### src/rtl/ram_ctrl_pkg.sv
// ram_ctrl_pkg: shared types and helpers for the RAM write/readback sequencer.
package ram_ctrl_pkg;

    // Sequencer states, in the order a pass walks through them.
    typedef enum logic [2:0] {
        IDLE  = 3'd0,
        WRITE = 3'd1,
        READ  = 3'd2,
        DRAIN = 3'd3,
        DONE  = 3'd4
    } state_t;

    // Address-derived test word. The caller truncates to the RAM data width,
    // which gives the modulo-2^DW wrap of the pattern.
    function automatic logic [31:0] pattern(input logic [31:0] addr, input logic [31:0] seed);
        return addr + seed;
    endfunction

endpackage

### src/rtl/ram_rd_pipe.sv
// ram_rd_pipe: RD_LAT-deep delay line of {valid, addr} that lines up each
// issued read address with the RAM data returning for it.
module ram_rd_pipe #(
    parameter int AW     = 5,
    parameter int RD_LAT = 1
) (
    input  logic          clk,
    input  logic          rst,
    input  logic          in_valid,
    input  logic [AW-1:0] in_addr,
    output logic          out_valid,
    output logic [AW-1:0] out_addr
);

    logic [RD_LAT-1:0] vld_q;
    logic [AW-1:0]     addr_q [RD_LAT];

    // Shift the valid/address pair one stage per clock; reset empties the line.
    always_ff @(posedge clk or posedge rst) begin
        if (rst) begin
            vld_q <= '0;
            for (int i = 0; i < RD_LAT; i++) begin
                addr_q[i] <= '0;
            end
        end else begin
            vld_q[0]  <= in_valid;
            addr_q[0] <= in_addr;
            for (int i = 1; i < RD_LAT; i++) begin
                vld_q[i]  <= vld_q[i-1];
                addr_q[i] <= addr_q[i-1];
            end
        end
    end

    assign out_valid = vld_q[RD_LAT-1];
    assign out_addr  = addr_q[RD_LAT-1];

endmodule

### src/rtl/ram_rw_ctrl.sv
// ram_rw_ctrl: block-RAM self-test sequencer. A start pulse fills every word
// with (addr + SEED), reads all words back, then pulses done.
// Defining RAM_CHECK_EN adds a readback checker driving err/err_cnt;
// without it err and err_cnt are tied to 0 and the pass timing is unchanged.
//
// The FSM state and address counter advance first; every port is a register
// loaded from them, so the ports trail the state by one cycle. A start is
// taken only while the ports show idle (busy=0, done=0).
module ram_rw_ctrl
    import ram_ctrl_pkg::*;
#(
    parameter int            DEPTH  = 32,
    parameter int            DW     = 8,
    parameter logic [DW-1:0] SEED   = DW'(8'h10),
    parameter int            RD_LAT = 1
) (
    input  logic                     sys_clk,
    input  logic                     sys_rst,
    input  logic                     start,
    output logic                     ram_en,
    output logic                     ram_we,
    output logic [$clog2(DEPTH)-1:0] ram_addr,
    output logic [DW-1:0]            ram_wdata,
    input  logic [DW-1:0]            ram_rdata,
    output logic                     busy,
    output logic                     done,
    output logic                     err,
    output logic [$clog2(DEPTH):0]   err_cnt
);

    localparam int            AW        = $clog2(DEPTH);
    localparam int            LW        = 2;  // drain counter, RD_LAT is 1 or 2
    localparam logic [AW-1:0] LAST_ADDR = AW'(DEPTH - 1);
    localparam logic [LW-1:0] LAST_LAT  = LW'(RD_LAT - 1);

    state_t        state, state_n;
    logic [AW-1:0] addr_cnt, addr_n;
    logic [LW-1:0] lat_cnt, lat_n;
    logic          accept;
    logic          rd_vld;
    logic [AW-1:0] rd_addr;

    // Start is honoured only when the sequencer is idle and the outputs say so.
    assign accept = (state == IDLE) && start && !busy && !done;

    // State, address counter and drain counter registers.
    always_ff @(posedge sys_clk or posedge sys_rst) begin
        if (sys_rst) begin
            state    <= IDLE;
            addr_cnt <= '0;
            lat_cnt  <= '0;
        end else begin
            state    <= state_n;
            addr_cnt <= addr_n;
            lat_cnt  <= lat_n;
        end
    end

    // Next-state logic: one address per cycle in WRITE and READ, RD_LAT cycles in DRAIN.
    always_comb begin
        state_n = state;
        addr_n  = addr_cnt;
        lat_n   = lat_cnt;
        case (state)
            IDLE: begin
                if (accept) begin
                    state_n = WRITE;
                    addr_n  = '0;
                end
            end
            WRITE: begin
                addr_n = addr_cnt + 1'b1;  // wraps to 0 for the read sweep
                if (addr_cnt == LAST_ADDR) begin
                    state_n = READ;
                end
            end
            READ: begin
                addr_n = addr_cnt + 1'b1;
                if (addr_cnt == LAST_ADDR) begin
                    state_n = DRAIN;
                    lat_n   = '0;
                end
            end
            DRAIN: begin
                lat_n = lat_cnt + 1'b1;
                if (lat_cnt == LAST_LAT) begin
                    state_n = DONE;
                end
            end
            DONE: begin
                state_n = IDLE;
            end
            default: begin
                state_n = IDLE;
            end
        endcase
    end

    // Registered RAM port and status outputs; address and data hold when not sweeping.
    always_ff @(posedge sys_clk or posedge sys_rst) begin
        if (sys_rst) begin
            ram_en    <= 1'b0;
            ram_we    <= 1'b0;
            ram_addr  <= '0;
            ram_wdata <= '0;
            busy      <= 1'b0;
            done      <= 1'b0;
        end else begin
            ram_en <= (state == WRITE) || (state == READ);
            ram_we <= (state == WRITE);
            if ((state == WRITE) || (state == READ)) begin
                ram_addr <= addr_cnt;
            end
            if (state == WRITE) begin
                ram_wdata <= DW'(pattern(32'(addr_cnt), 32'(SEED)));
            end
            busy <= (state == WRITE) || (state == READ) || (state == DRAIN);
            done <= (state == DONE);
        end
    end

    // Track which read address the RAM is returning data for.
    ram_rd_pipe #(
        .AW     (AW),
        .RD_LAT (RD_LAT)
    ) u_rd_pipe (
        .clk       (sys_clk),
        .rst       (sys_rst),
        .in_valid  (ram_en && !ram_we),
        .in_addr   (ram_addr),
        .out_valid (rd_vld),
        .out_addr  (rd_addr)
    );

`ifdef RAM_CHECK_EN
    localparam logic [AW:0] CNT_MAX = (AW + 1)'(DEPTH);

    logic [DW-1:0] exp_data;
    logic          mismatch;

    assign exp_data = DW'(pattern(32'(rd_addr), 32'(SEED)));
    assign mismatch = rd_vld && (ram_rdata != exp_data);

    // Sticky error flag and saturating mismatch count, cleared when a pass is accepted.
    always_ff @(posedge sys_clk or posedge sys_rst) begin
        if (sys_rst) begin
            err     <= 1'b0;
            err_cnt <= '0;
        end else if (accept) begin
            err     <= 1'b0;
            err_cnt <= '0;
        end else if (mismatch) begin
            err <= 1'b1;
            if (err_cnt != CNT_MAX) begin
                err_cnt <= err_cnt + 1'b1;
            end
        end
    end
`else
    logic unused_rd;

    assign unused_rd = ^{ram_rdata, rd_vld, rd_addr};
    assign err       = 1'b0;
    assign err_cnt   = '0;
`endif

endmodule
### config.mk
export PLATFORM = sky130hd
export DESIGN_NAME = ram_rw_ctrl
export DESIGN_NICKNAME = d
export VERILOG_FILES = /design/src/rtl/ram_ctrl_pkg.sv /design/src/rtl/ram_rd_pipe.sv /design/src/rtl/ram_rw_ctrl.sv
export SDC_FILE = /design/constraint.sdc
export NUM_CORES = 1
export LEC_CHECK = 0
export BUFFER_PORTS_ARGS = -buffer_cell sky130_fd_sc_hd__buf_2
export CORE_ASPECT_RATIO = 2
export CORE_UTILIZATION = 42
export CTS_CLUSTER_DIAMETER = 150
export DETAILED_ROUTE_END_ITERATION = 8
export PLACE_DENSITY = 0.7
export SLEW_MARGIN = 10
export SYNTH_ARGS = -nofsm -noshare
export SYNTH_HDL_FRONTEND = slang
export SYNTH_HIERARCHICAL = 1
export SYNTH_SLANG_ARGS = --single-unit
### constraint.sdc
create_clock -name sys_clk -period 1.4 [get_ports sys_clk]
set_input_delay 0 -clock sys_clk [delete_from_list [all_inputs] [get_ports sys_clk]]
set_output_delay 0 -clock sys_clk [all_outputs]
set_load 0.005 [all_outputs]
* After elaboration in Yosys (flattened, before gate mapping)
Index checks and enable logic that the tools add are counted.
Word-level totals: word-level logic and storage cells 45, output and inout port bits 24, flip-flop bits (word level) 27, input port bits 11
Cells by class: reductions and logical operators 15, mux-type cells 9, add/sub/neg operators 3, equal/unequal tests 9
Operator list (count):
- $mux W3 | 4
- $pmux W3 S4 | 1
- $pmux W5 S2 | 1
- $ne A2 B2 Y1 const B | 4
- $add A5 B5 Y6 const B | 1
- $eq A3 B2 Y1 const B | 2
- $add A5 B1 Y5 const B | 1
- $eq A5 B5 Y1 const B | 1
- $mux W5 | 1
- $pmux W2 S2 | 1
- $reduce_and A2 Y1 | 2
- $reduce_and A4 Y1 | 1
- $reduce_bool A2 Y1 | 2
- $eq A3 B1 Y1 const B | 1
- $eq A3 B3 Y1 const B | 1
- $logic_and A1 B1 Y1 | 3
- $logic_not A3 Y1 | 1
- $add A2 B1 Y2 const B | 1
- $logic_not A1 Y1 | 2
- $logic_not A2 Y1 | 1
- $logic_or A1 B1 Y1 | 2
- $mux W2 | 1
- $reduce_or A2 Y1 | 1

* Depth between registers and ports, before layout
Gate-level depths: netlist (run 1).
word-level depth 6, gate-level depth with buffers 6, gate-level depth less buffers 6

* Worst setup path before layout (run 1)
Ideal clock, no wire load.
kind flip-flop to flip-flop, start reg addr_cnt[0], end reg state[0], slack -0.081 ns, arrival 1.415 ns, path buffers 0, data required time 1.334 ns, clock period less this slack 1.481 ns, stages on the path, launching flop included 7, setup time 0.066 ns, cell sequence dfrtp_1 -> ha_1 -> and3_1 -> ha_1 -> mux2_2 -> nand2_1 -> and3_1
On the way: cells in the longest elaborated chain, start to end 3, elaborated cells on any way between the ends 4, those cells by class eq/ne (3); reduce/logical (1)
Ends and longest elaborated chain:
- from (decl) | RTL line ram_rw_ctrl.sv:37 | logic [AW-1:0] addr_cnt, addr_n;
- from (signal assigned) | RTL line ram_rw_ctrl.sv:54 | addr_cnt <= addr_n;
- $eq A5 B5 Y1 (*) | RTL line ram_rw_ctrl.sv:73, ram_rw_ctrl.sv:79
- $ne A2 B2 Y1 (no source line)
- $reduce_and A4 Y1 (no source line) (*)
- to (signal assigned) | RTL line ram_rw_ctrl.sv:53 | state <= state_n;
- to (decl) | RTL line ram_rw_ctrl.sv:36 | state_t state, state_n;
Every way passes the cells marked *; elsewhere a longest branch is shown, timed or not. A chain may end at the register's enable or synchronous reset.

* Final worst setup path (run 1)
start reg state[0], end reg addr_cnt[3]
On the way: cells in the longest elaborated chain, start to end 6, elaborated cells on any way between the ends 11, those cells by class eq/ne (3); mux (1); reduce/logical (7)
Ends and longest elaborated chain:
- $logic_not A3 Y1 | RTL line ram_rw_ctrl.sv:44, ram_rw_ctrl.sv:64
- $logic_and A1 B1 Y1 (3 in series) | RTL line ram_rw_ctrl.sv:44 | assign accept = (state == IDLE) && start && !busy && !done;
- $ne A2 B2 Y1 (no source line)
- $reduce_and A2 Y1 (no source line)
Parallel ways exist; a longest one is shown, timed or not.

==> summary.md, run 1 <==
The flow ran to the end, but the final reports show violations. The final reports fail on setup timing. In this run the count of I/O pins placed on the die edge is 35. The core footprint was 2570 sq um. Sorting the synthesized cells by area gives the leading types as sky130_fd_sc_hd__dfrtp_1, sky130_fd_sc_hd__mux2_2, sky130_fd_sc_hd__buf_4, sky130_fd_sc_hd__ha_1, sky130_fd_sc_hd__o21ai_0. The clock root buffer is sky130_fd_sc_hd__clkbuf_8.

The hold path startpoint is start. Most frequently used cell type in the post-synthesis netlist: sky130_fd_sc_hd__dfrtp_1. The endpoint identified for the worst register-to-register timing path is addr_cnt[3]. Cells with a size suffix above 1 make up 42.64% of the layout.

The minimum period implied by the final worst setup slack works out to 1.463 ns. Class of the tightest hold or removal check: primary input to flip-flop. For the area of the mapped netlist, the log shows 1140 sq um. The count of buffers added on input and output ports is 17. IR analysis of the VDD net gives a maximum drop of 1.018 mV.

The delay of the slowest cell on the worst path was 0.49 ns. The run gives 4 as the number of detailed-route iterations in the first pass. The number of synthesized flops with an enable pin was 0; the number of hold violations in the final report was 0. Broken down by cell family, the worst path's largest delay share belongs to simple AND/OR/NAND/NOR gates.

The proportion of register bits with asynchronous set or reset after synthesis is 100.0%. The worst-case reg-to-reg path depth is 4, and the maximum number of pins on one net before global-route repair is 26. The largest total area in the synthesized netlist belongs to sky130_fd_sc_hd__dfrtp_1. The number of antenna diodes in the final layout is 0. The worst register-to-register path has a setup slack of -0.06 ns.

On the critical path, the stage with the largest delay is an instance of sky130_fd_sc_hd__or4_1. The tools report the number of cells produced by synthesis as 97. TritonCTS built the clock tree. The total of fill cells in the finished design was 229; the last weighted congestion value of the routability-driven placer was 0.7394. Of the post-synthesis cell area, the dominant cell type holds 54.88%.

Traced cell by cell, the critical path runs through xnor2_1, buf_4, or4_1, a21oi_2. The sort of element at the end of the critical path was a flip-flop. The proportion of power drawn by the clock network was 13.7%. The cell depth of the worst setup path works out to 4. The die is 38.84 um wide.

At the placement stage, the worst setup path has a slack of -0.07092 ns. Ranked by instance count, the synthesized netlist is headed by sky130_fd_sc_hd__dfrtp_1, sky130_fd_sc_hd__mux2_2, sky130_fd_sc_hd__buf_4. Of the total power, registers draw 40.4%. In the synthesized netlist the dominant register cell turns out to be sky130_fd_sc_hd__dfrtp_1. In this run the deepest clock path goes through 2 buffers. The first routing iteration left 11 violations. The run gives 1.60 ns as the data required time at the worst endpoint. Clock-pin slew was measured on the worst setup and hold paths at 0.08 ns. For this configuration, the core starts out at a cell density of 44.35%. The share of total power dissipated in combinational logic is 45.9%. The power spent charging and discharging nets is 989.5 uW. The arrival time of data at the critical path endpoint came out at 1.66 ns. The worst path buffer plus inverter count is 1, and the maximum frequency from static timing analysis is 683.4 MHz. The post-route DRC violation count came out at 0. The worst hold path terminates at state[0]. Sequential elements use 54.88% of the synthesized area. The average size of a mapped cell is 11.75 sq um, and the remaining antenna violation count after routing is 0. Areal power density over the cells: 2081 nW/um^2.

The worst register-to-register path begins at state[0]. The first global-routing pass estimated 3636 um of wire. The post-synthesis sequential element count was 25; the final setup violation count was 7. Layout-stage area growth over the synthesis result: 26.89%. The highest net fanout along the worst path is 4.

The design draws 3.011 mW. In this run the vertical extent of the chip is 75.67 um. The tools report the sort of element at the start of the critical path as a flip-flop. For the number of sinks driven by the clock tree, the log shows 25.

Start-to-end type of the worst setup path: flip-flop to flip-flop. The average wire per standard cell was 14.66 um; the total count of max-transition violations in the final report was 0. The tools report the maximum level of the CTS H-tree as 1.

The internal portion of the total power is 2.021 mW. The detailed router placed 809 vias in this run. Yosys printed 6 warnings.

In the routed layout, each cell is associated on average with a via count of 5.153. The run gives 833 as the number of global-route vias before repair. The depth of the worst hold-timing path is 4, and the final worst-path cycle share is 104.5%. The number of antenna violations at the first check in global routing was 0; the global route total overflow was 0. Max-cap violations in this run came to 0.

The clock arrives with 0.001955 ns of skew. The tools report the overall routing resource usage as 17.77%. The leakage power was 0.6856 nW; the post-layout net count was 144. The total CTS buffers came out at 3. The net switching share of the total power came out at 32.87%. In this run, distinct cell masters in the synthesized netlist total 28. The tools report the estimated wirelength of the detail-placed design as 1665 um. The die area was 2939 sq um; the worst setup slack after layout was -0.06331 ns. After floorplanning, the core was divided into 26 placement rows.

Setup repair after global routing could not meet its margin everywhere. The total wirelength of the detailed-routed design was 2302 um. At the later pin of the worst-skew pair, clock insertion delay measures 0.26 ns.
timing repair:
action	4_1_cts	5_1_grt
pin swaps	2	3
hold endpoints to repair	25	0
gates resized for setup	3	6
hold buffers	1	0
endpoints found under the setup margin	11	18
setup buffers	2	1
cell families after synthesis:
family | synth area share [%]
other | 0.3290
AND/OR/NAND/NOR | 11.63
XOR/XNOR | 0.7685
buffers and inverters | 9.000
AO/OA/AOI/OAI | 9.221
adder cells (fa/ha/maj) | 3.293
flip-flops | 54.88
multiplexers | 10.87
power by group through the flow:
stage	registers [mW]	logic (mW)	clock network, mW
after floorplan	1.22	0.710	0
after global placement	1.20	1.21	0
after detailed placement	1.22	1.28	0
after CTS	1.21	1.34	0.428
after global routing	1.26	1.53	0.459
final	1.22	1.38	0.413
layer usage:
| layer | vias up | global-route usage (%) | part of all wire, % |
|---|---|---|---|
| met4 | 0 | 8.812 | 1.9 |
| met1 | 410 | 17.56 | 36 |
| met5 | - | 0 | 0 |
| met2 | 11 | 33.89 | 60 |
| met3 | 5 | 2.041 | 1.3 |
| li1 | 383 | - | - |
area by class of cell:
| class | count | area [sq um] | share of cell area (%) |
|---|---|---|---|
| Clock buffer | 4 | 45.04 | 3.114 |
| Inverter | 5 | 18.77 | 1.298 |
| Multi-Input combinational cell | 62 | 485.5 | 33.56 |
| Sequential cell | 25 | 625.6 | 43.25 |
| Tap cell | 28 | 35.03 | 2.422 |
| Timing Repair Buffer | 33 | 236.5 | 16.35 |
flip-flops by register name, indices dropped and copies added (netlist names):
register,flops
done,1
state,3
ram_we,1
addr_cnt,5
busy,1
lat_cnt,2
ram_addr,5
ram_en,1
ram_wdata,6
stage by stage:
step           instances  setup TNS [ns]  util, %  hold slack (ns)  cell area (sq um)
2_1_floorplan        105        -0.02331        -          0.02732               1181
3_3_place_gp         149        -0.01851    51.85          0.05426               1333
3_5_place_dp         149         -0.3020    51.85          0.07156               1333
4_1_cts              156         -0.3029    55.26           0.3219               1420
5_1_grt              157         -0.7814    56.28           0.3338               1446
6_report             157         -0.2771    56.28           0.3182               1446
tightest hold or removal path, cell delays in order:
cell                      delay [ns]
sky130_fd_sc_hd__buf_2          0.09
sky130_fd_sc_hd__or3b_4         0.24
sky130_fd_sc_hd__o21ai_1        0.06
sky130_fd_sc_hd__and3_1         0.16
cells in the final DEF, fill, tap and decap left out, drive strengths merged:
cell / netlist / routed
a21o: 1 / 1
a21oi: 5 / 5
a32o: 1 / 1
and3: 4 / 4
buf: 10 / 32
clkbuf: 3 / 4
conb: 1 / 9
dfrtp: 25 / 25
dlygate4sd3: 0 / 1
ha: 3 / 3
inv: 5 / 5
mux2: 11 / 11
nand2: 3 / 3
nand3: 1 / 1
nand3b: 1 / 1
nor2: 4 / 4
nor2b: 1 / 1
nor3: 1 / 1
nor3b: 1 / 1
nor4: 1 / 1
o21ai: 6 / 6
o2bb2ai: 2 / 2
o31ai: 2 / 2
or3: 1 / 1
or3b: 1 / 1
or4: 2 / 2
xnor2: 1 / 1
how the worst max path moves through the flow:
stage | slack (ns) | end | from
floorplan | -0.02 | state[0] | addr_cnt[1]
global placement | -0.02 | state[0] | addr_cnt[1]
detailed placement | -0.07 | state[0] | addr_cnt[1]
CTS | -0.05 | ram_addr[3] | state[1]
global route | -0.11 | ram_addr[0] | state[0]
finish | -0.06 | addr_cnt[3] | state[0]
Power figures use the tool's default switching activity.
==> run 2, diff against run 1 <==
PLACE_DENSITY = 0.67   (was 0.7)
clock period = 1.8 ns   (was 1.4 ns; I/O delays follow)
==> run 2 against run 1 <==
The run now ends clean. Fmax decreased by 10%. Critical path type unchanged. Setup slack improved by 0.23 ns. Largest cell class unchanged. Non-clock buffer count decreased by 10. Core utilization decreased by 5.7 points. Largest power group is now sequential cells.
==> summary.md, run 2 (synthesis results as in run 1) <==
The number of sinks driven by the clock tree is 25, and the final setup violation count is 0. The congestion estimate from routability-driven global placement came to 0.7001. The total CTS buffers came out at 3. Data on the critical path is required at its endpoint by 2.01 ns. The first global-routing pass estimated 3318 um of wire. The post-placement worst setup slack is 0.1852 ns, and the total of fill cells in the finished design is 241.

Total count of max-transition violations in the final report: 0. The register with the most flip-flops in the layout has 6 of them. Post-CTS repair changed the size of 0 cells. The remaining antenna violation count after routing is 0. The maximum level of the CTS H-tree was 1. The logs give 0.1689 ns for the worst setup slack after layout and 0 for the global route total overflow. For the estimated wirelength of the detail-placed design, the log shows 1488 um.

Total negative setup slack: 0 ns. Register name with the most flops: ram_wdata. For the number of primary I/O pins, the log shows 35.

For the effective utilization at floorplan, the log shows 44.35%. The via-per-instance ratio is 5.075. TritonCTS built the clock tree. The number of hold violations in the final report is 0.

The fraction of layout instances using a drive strength above 1 is 33.61%, and the final worst-path cycle share is 90.62%. For this block, the initial DRC count from the detailed router was 5. The clock root buffer was sky130_fd_sc_hd__clkbuf_8.

Counting along the longest clock path gives a buffer depth of 2. The floorplan step defined a die boundary enclosing 2939 sq um. Entering global routing, the biggest net connects 26 pins. The top cell types in the final layout, fill and taps aside, are sky130_fd_sc_hd__dfrtp_1, sky130_fd_sc_hd__buf_2, sky130_fd_sc_hd__mux2_2. The transition time of the tightest slew-check pin works out to 0.6106 ns.

STA classifies the critical path endpoint as a flip-flop. Start-to-end type of the worst setup path: flip-flop to flip-flop. At the worst endpoint, the arrival time is 1.84 ns. Across the run, the number of max-cap violations was 0. The minimum period implied by the final worst setup slack was 1.631 ns; the die boundary width was 38.84 um.

The relative slew slack is 59.00%, and the number of antenna violations at the first check in global routing is 0. The repair_antennas step left the layout with diodes totalling 0. The die extent in y works out to 75.67 um. Areal power density over the cells: 1616 nW/um^2.

The library cell used most frequently in the layout, excluding fill and tap cells, is sky130_fd_sc_hd__dfrtp_1. Dividing the detail-routed wire length by the instance count gives 13.83 um. Setup repair after global routing left no endpoint under its margin. Summed over all cells, the static leakage comes to 0.6250 nW. The later pin in the worst-skew pair is clocked with a latency of 0.26 ns. Input and output buffers added on the ports amount to 17.

In this run the worst hold path is classified as primary input to flip-flop. The run gives 0 as the post-route DRC violation count. Cells fill 50.54% of the core in the end.

The initialized floorplan defines 26 standard-cell rows. The maximum ir drop on the vdd rail is 0.6383 mV, and the post-layout net count is 134. The sort of element at the start of the critical path was a flip-flop.

The total wirelength of the detailed-routed design is 2033 um, and the overall routing resource usage is 16.38%. The overall via count from detail_route was 746. The clock-pin transition on the worst setup and hold timing paths came out at 0.08 ns. The core region is 2570 sq um.

The flow ran to the end, and the final reports show no timing, DRC or antenna violations. Of all nets on the critical path, the largest fanout is 5. The maximum frequency from static timing analysis is 613.1 MHz, and the worst-case clock skew is 0.002435 ns. The number of global-route vias before repair was 758; the number of detailed-route iterations in the first pass was 2. The largest registers in the layout are ram_wdata x6, addr_cnt x5, ram_addr x5.

Layout-stage area growth over the synthesis result: 13.94%.
## run 2: layer usage
layer	global-route usage, %	part of all wire [%]
met5	0	0
met1	17.18	39
met3	1.749	1.3
met2	29.26	58
met4	10.34	1.9
## run 2: metrics by stage
stage               instance area [sq um]  cells  total power [mW]  hold WS (ns)
CTS                                  1299    147             2.132        0.2377
detailed placement                   1244    142             1.799       0.07150
global placement                     1244    142             1.751       0.05482
global route                         1299    147             2.284        0.2461
finish                               1299    147             2.099        0.2419
floorplan                            1170    105             1.484       0.02732
## run 2: worst paths after layout
path | start | to | slack (ns) | depth (start not counted)
setup / recovery | addr_cnt[1] | state[0] | 0.17 | 6
hold / removal | start | addr_cnt[2] | 0.24 | 4
hold reg to reg | lat_cnt[0] | lat_cnt[0] | 0.49 | 1
max in group asynchronous | sys_rst | ram_wdata[3] | 1.23 | 4
min in group asynchronous | sys_rst | ram_addr[0] | 0.32 | 4
setup reg to reg | addr_cnt[1] | state[0] | 0.17 | 6
## run 2: cell type report
class | instances | area [sq um] | area share [%]
flip-flops and latches | 25 | 625.6 | 48.17
multi-input cells | 62 | 441.7 | 34.01
repair buffers | 23 | 132.6 | 10.21
clock buffers | 4 | 45.04 | 3.468
inverters | 5 | 18.77 | 1.445
well taps | 28 | 35.03 | 2.697
## run 2: where the power goes
group          total (mW)  internal (mW)  switching, mW
Combinational       0.836          0.455          0.381
Sequential          0.938          0.795          0.142
Clock               0.325          0.158          0.167
Total                2.10           1.41          0.690
## run 2: critical path: stages (launching register included)
cell                      delay, ns
sky130_fd_sc_hd__dfrtp_1       0.45
sky130_fd_sc_hd__ha_1          0.23
sky130_fd_sc_hd__and3_1        0.18
sky130_fd_sc_hd__ha_1          0.23
sky130_fd_sc_hd__mux2_2        0.27
sky130_fd_sc_hd__nand2_1       0.06
sky130_fd_sc_hd__and3_1        0.14
## run 2: timing repair
item / 4_1_cts / 5_1_grt
hold buffers: 1 / 0
hold endpoints to repair: 25 / 0
setup buffers: 0 / 0
==> run 3, diff against run 2 <==
REMOVE_ABC_BUFFERS = 1   (was unset)
==> run 3 against run 2 <==
Final cell count increased by 0.68%. Sequential power is essentially flat. Sequential cell count is the same. Routed wire length decreased by 4.5%. Critical path depth did not move. Non-clock buffer count rose by 1. Combinational power up 1%. First-iteration DRC count up 100%. Critical endpoint unchanged.
==> summary.md, run 3 (synthesis results as in run 1) <==
STA classifies the critical path endpoint as a flip-flop. The logs give 3450 um for the first-pass GRT wire length and 0 for the remaining antenna violation count after routing. The number of violations reported at the end of detailed-routing iteration 0 is 10. The tools report the clock latency at the later pin of the worst-skew pair as 0.26 ns. The library cells used most frequently in the layout, excluding fill and tap cells, are sky130_fd_sc_hd__dfrtp_1, sky130_fd_sc_hd__buf_2, sky130_fd_sc_hd__mux2_2. After the flow finishes, the layout carries non-filler instances totaling 148.

The worst setup path is launched from a flip-flop. Entering global routing, the biggest net connects 26 pins. For this block, the via count after detailed routing is 755.

The design draws 2.111 mW. In this run the worst setup path terminates at state[0]. Total wirelength of the detailed-routed design: 1941 um. The start-to-end type of the worst setup path is flip-flop to flip-flop. The layout-stage area growth over the synthesis result was 14.71%. Counting tap cells, the placed design contains a total of 143 instances. The run gives 1.83 ns as the arrival time of data at the critical path endpoint. Setup repair after global routing left no endpoint under its margin. The die is 38.84 um wide. The number of hold violations in the final report was 0; the internal reg-to-reg setup slack was 0.17 ns.

The endpoint identified for the worst register-to-register timing path is state[0]. The buffers inserted during post-CTS setup optimization came out at 0. Across all hold checks on the routed design, the worst slack comes to 0.2390 ns. The total negative setup slack came out at 0 ns. The number of primary I/O pins came out at 35. After clock tree synthesis, the clock-pin slew on the worst setup and hold paths is 0.09 ns. The initialized floorplan defines 26 standard-cell rows. Along the worst path, the maximum fanout reaches 5. The final layout contains 135 nets. The fraction of the core area covered by cells at the end of the flow is 50.88%, and the areal power density over the cells is 1614 nW/um^2.

After global routing the overflow that remains totals 0. The total of fill cells in the finished design came out at 252. Global routing used 16.74% of the available tracks. The average wire per standard cell is 13.11 um, and the number of buffers inserted by port buffering is 17. Maximum level of the CTS H-tree: 1.

Summed over all cells, the static leakage comes to 0.6330 nW. The logs give 614.7 MHz for the maximum frequency from static timing analysis and 25 for the number of sinks driven by the clock tree. Summed over all nets, the half-perimeter wirelength after detailed placement is 1505 um.

In the routed layout, each cell is associated on average with a via count of 5.101. Once the floorplan was initialized, standard cells occupied 44.35% of the core. The run gives 0.7723 mV as the maximum ir drop on the vdd rail. The total count of max-transition violations in the final report is 0, and the die area is 2939 sq um.

The run gives 0 as the number of antenna violations at the first check in global routing. Minimum period implied by the final worst setup slack: 1.627 ns. The tools report the worst-case clock skew as 0.004206 ns.

The number of cells on the worst reg-to-reg path is 6. The register with the most flip-flops in the layout has 6 of them. STA puts the critical path data required time at 2.00 ns.

Across the whole layout, storage elements account for 625.6 sq um. Leaving out fill and tap cells, the most frequent cell in the layout is sky130_fd_sc_hd__dfrtp_1. In the final layout, the registers with the most flip-flops are ram_wdata x6, addr_cnt x5, ram_addr x5.

TritonCTS built the clock tree. The flow ran to the end, and the final reports show no timing, DRC or antenna violations. The register name with the most flops is ram_wdata. CTS placed an instance of sky130_fd_sc_hd__clkbuf_8 at the clock tree root. Measured against its own limit, the worst slew margin works out to 65.42%.

In this run the vertical extent of the chip is 75.67 um. The number of global-route vias before repair is 774. In this run the worst setup path begins at addr_cnt[1]. The final worst-path cycle share was 90.37%.

Summing all multi-input logic gate instances after layout gives 441.7 sq um. Across the run, the number of max-cap violations was 0. At the pin with the least slew margin, the transition time is 0.5144 ns.

The logs give 0 for the post-route DRC violation count and 4 for the number of detailed-route iterations in the first pass. For the core footprint, the log shows 2570 sq um. The repair_antennas step left the layout with diodes totalling 0. The logs give 0.8046 for the last weighted congestion value of the routability-driven placer and 2 for the maximum clock path buffer count. The source of the worst register-to-register timing path was addr_cnt[1]. Cells with a size suffix above 1 make up 35.00% of the layout.

The worst hold path belongs to the class primary input to flip-flop. The final setup violation count is 0. The tools report the total CTS buffers as 3.
-- run 3: changes by cell type in the layout (fill, tap and decap cells not counted), sizes merged --
cell / previous run / this run
clkinv: 0 / 1
buf: 22 / 23
clkbuf: 4 / 3
-- run 3: report_power, final --
part           internal, mW  switching, mW  total (mW)  leakage (nW)
logic                 0.468          0.380       0.848         0.305
registers             0.796          0.145       0.941         0.302
clock network         0.154          0.168       0.322        0.0255
-- run 3: repair_timing --
action	CTS	global route
hold endpoints to repair	25	0
hold buffers	1	0
gates resized for setup	0	0
-- run 3: cell type report --
cell class | instances | share of cell area, %
clock inverter | 1 | 0.3828
multi-input combinational | 62 | 33.78
tap | 28 | 2.679
timing repair buffer | 24 | 10.72
inverter | 5 | 1.435
sequential | 25 | 47.85
clock buffer | 3 | 3.158
-- run 3: metrics by stage --
| stage | worst slack [ns] | cell area [sq um] |
|---|---|---|
| after detailed placement | 0.1863 | 1251 |
| after floorplan | 0.3169 | 1086 |
| final | 0.1733 | 1308 |
| after CTS | 0.1761 | 1308 |
| after global placement | 0.2289 | 1251 |
| after global routing | 0.1063 | 1308 |
-- run 3: how the worst min path moves through the flow --
| stage | from | endpoint | cells past startpoint |
|---|---|---|---|
| finish | start | addr_cnt[3] | 4 |
| global route | start | addr_cnt[3] | 4 |
| CTS | start | addr_cnt[3] | 4 |
| detailed placement | sys_rst | ram_addr[0] | 3 |
| global placement | sys_rst | ram_en | 3 |
| floorplan | sys_rst | addr_cnt[0] | 1 |
-- run 3: per-layer routing --
layer / vias up / track usage, % / share of wire, %
li1: 367 / - / -
met1: 374 / 19.77 / 39
met2: 10 / 27.78 / 57
met3: 4 / 1.749 / 1.4
met4: 0 / 10.73 / 2.7
met5: - / 0 / 0
-- run 3: critical path: stages (launching register included) --
cell and delay [ns]:
sky130_fd_sc_hd__dfrtp_1 0.45, sky130_fd_sc_hd__ha_1 0.22, sky130_fd_sc_hd__and3_1 0.18, sky130_fd_sc_hd__ha_1 0.22, sky130_fd_sc_hd__mux2_2 0.27, sky130_fd_sc_hd__nand2_1 0.06
sky130_fd_sc_hd__and3_1 0.16
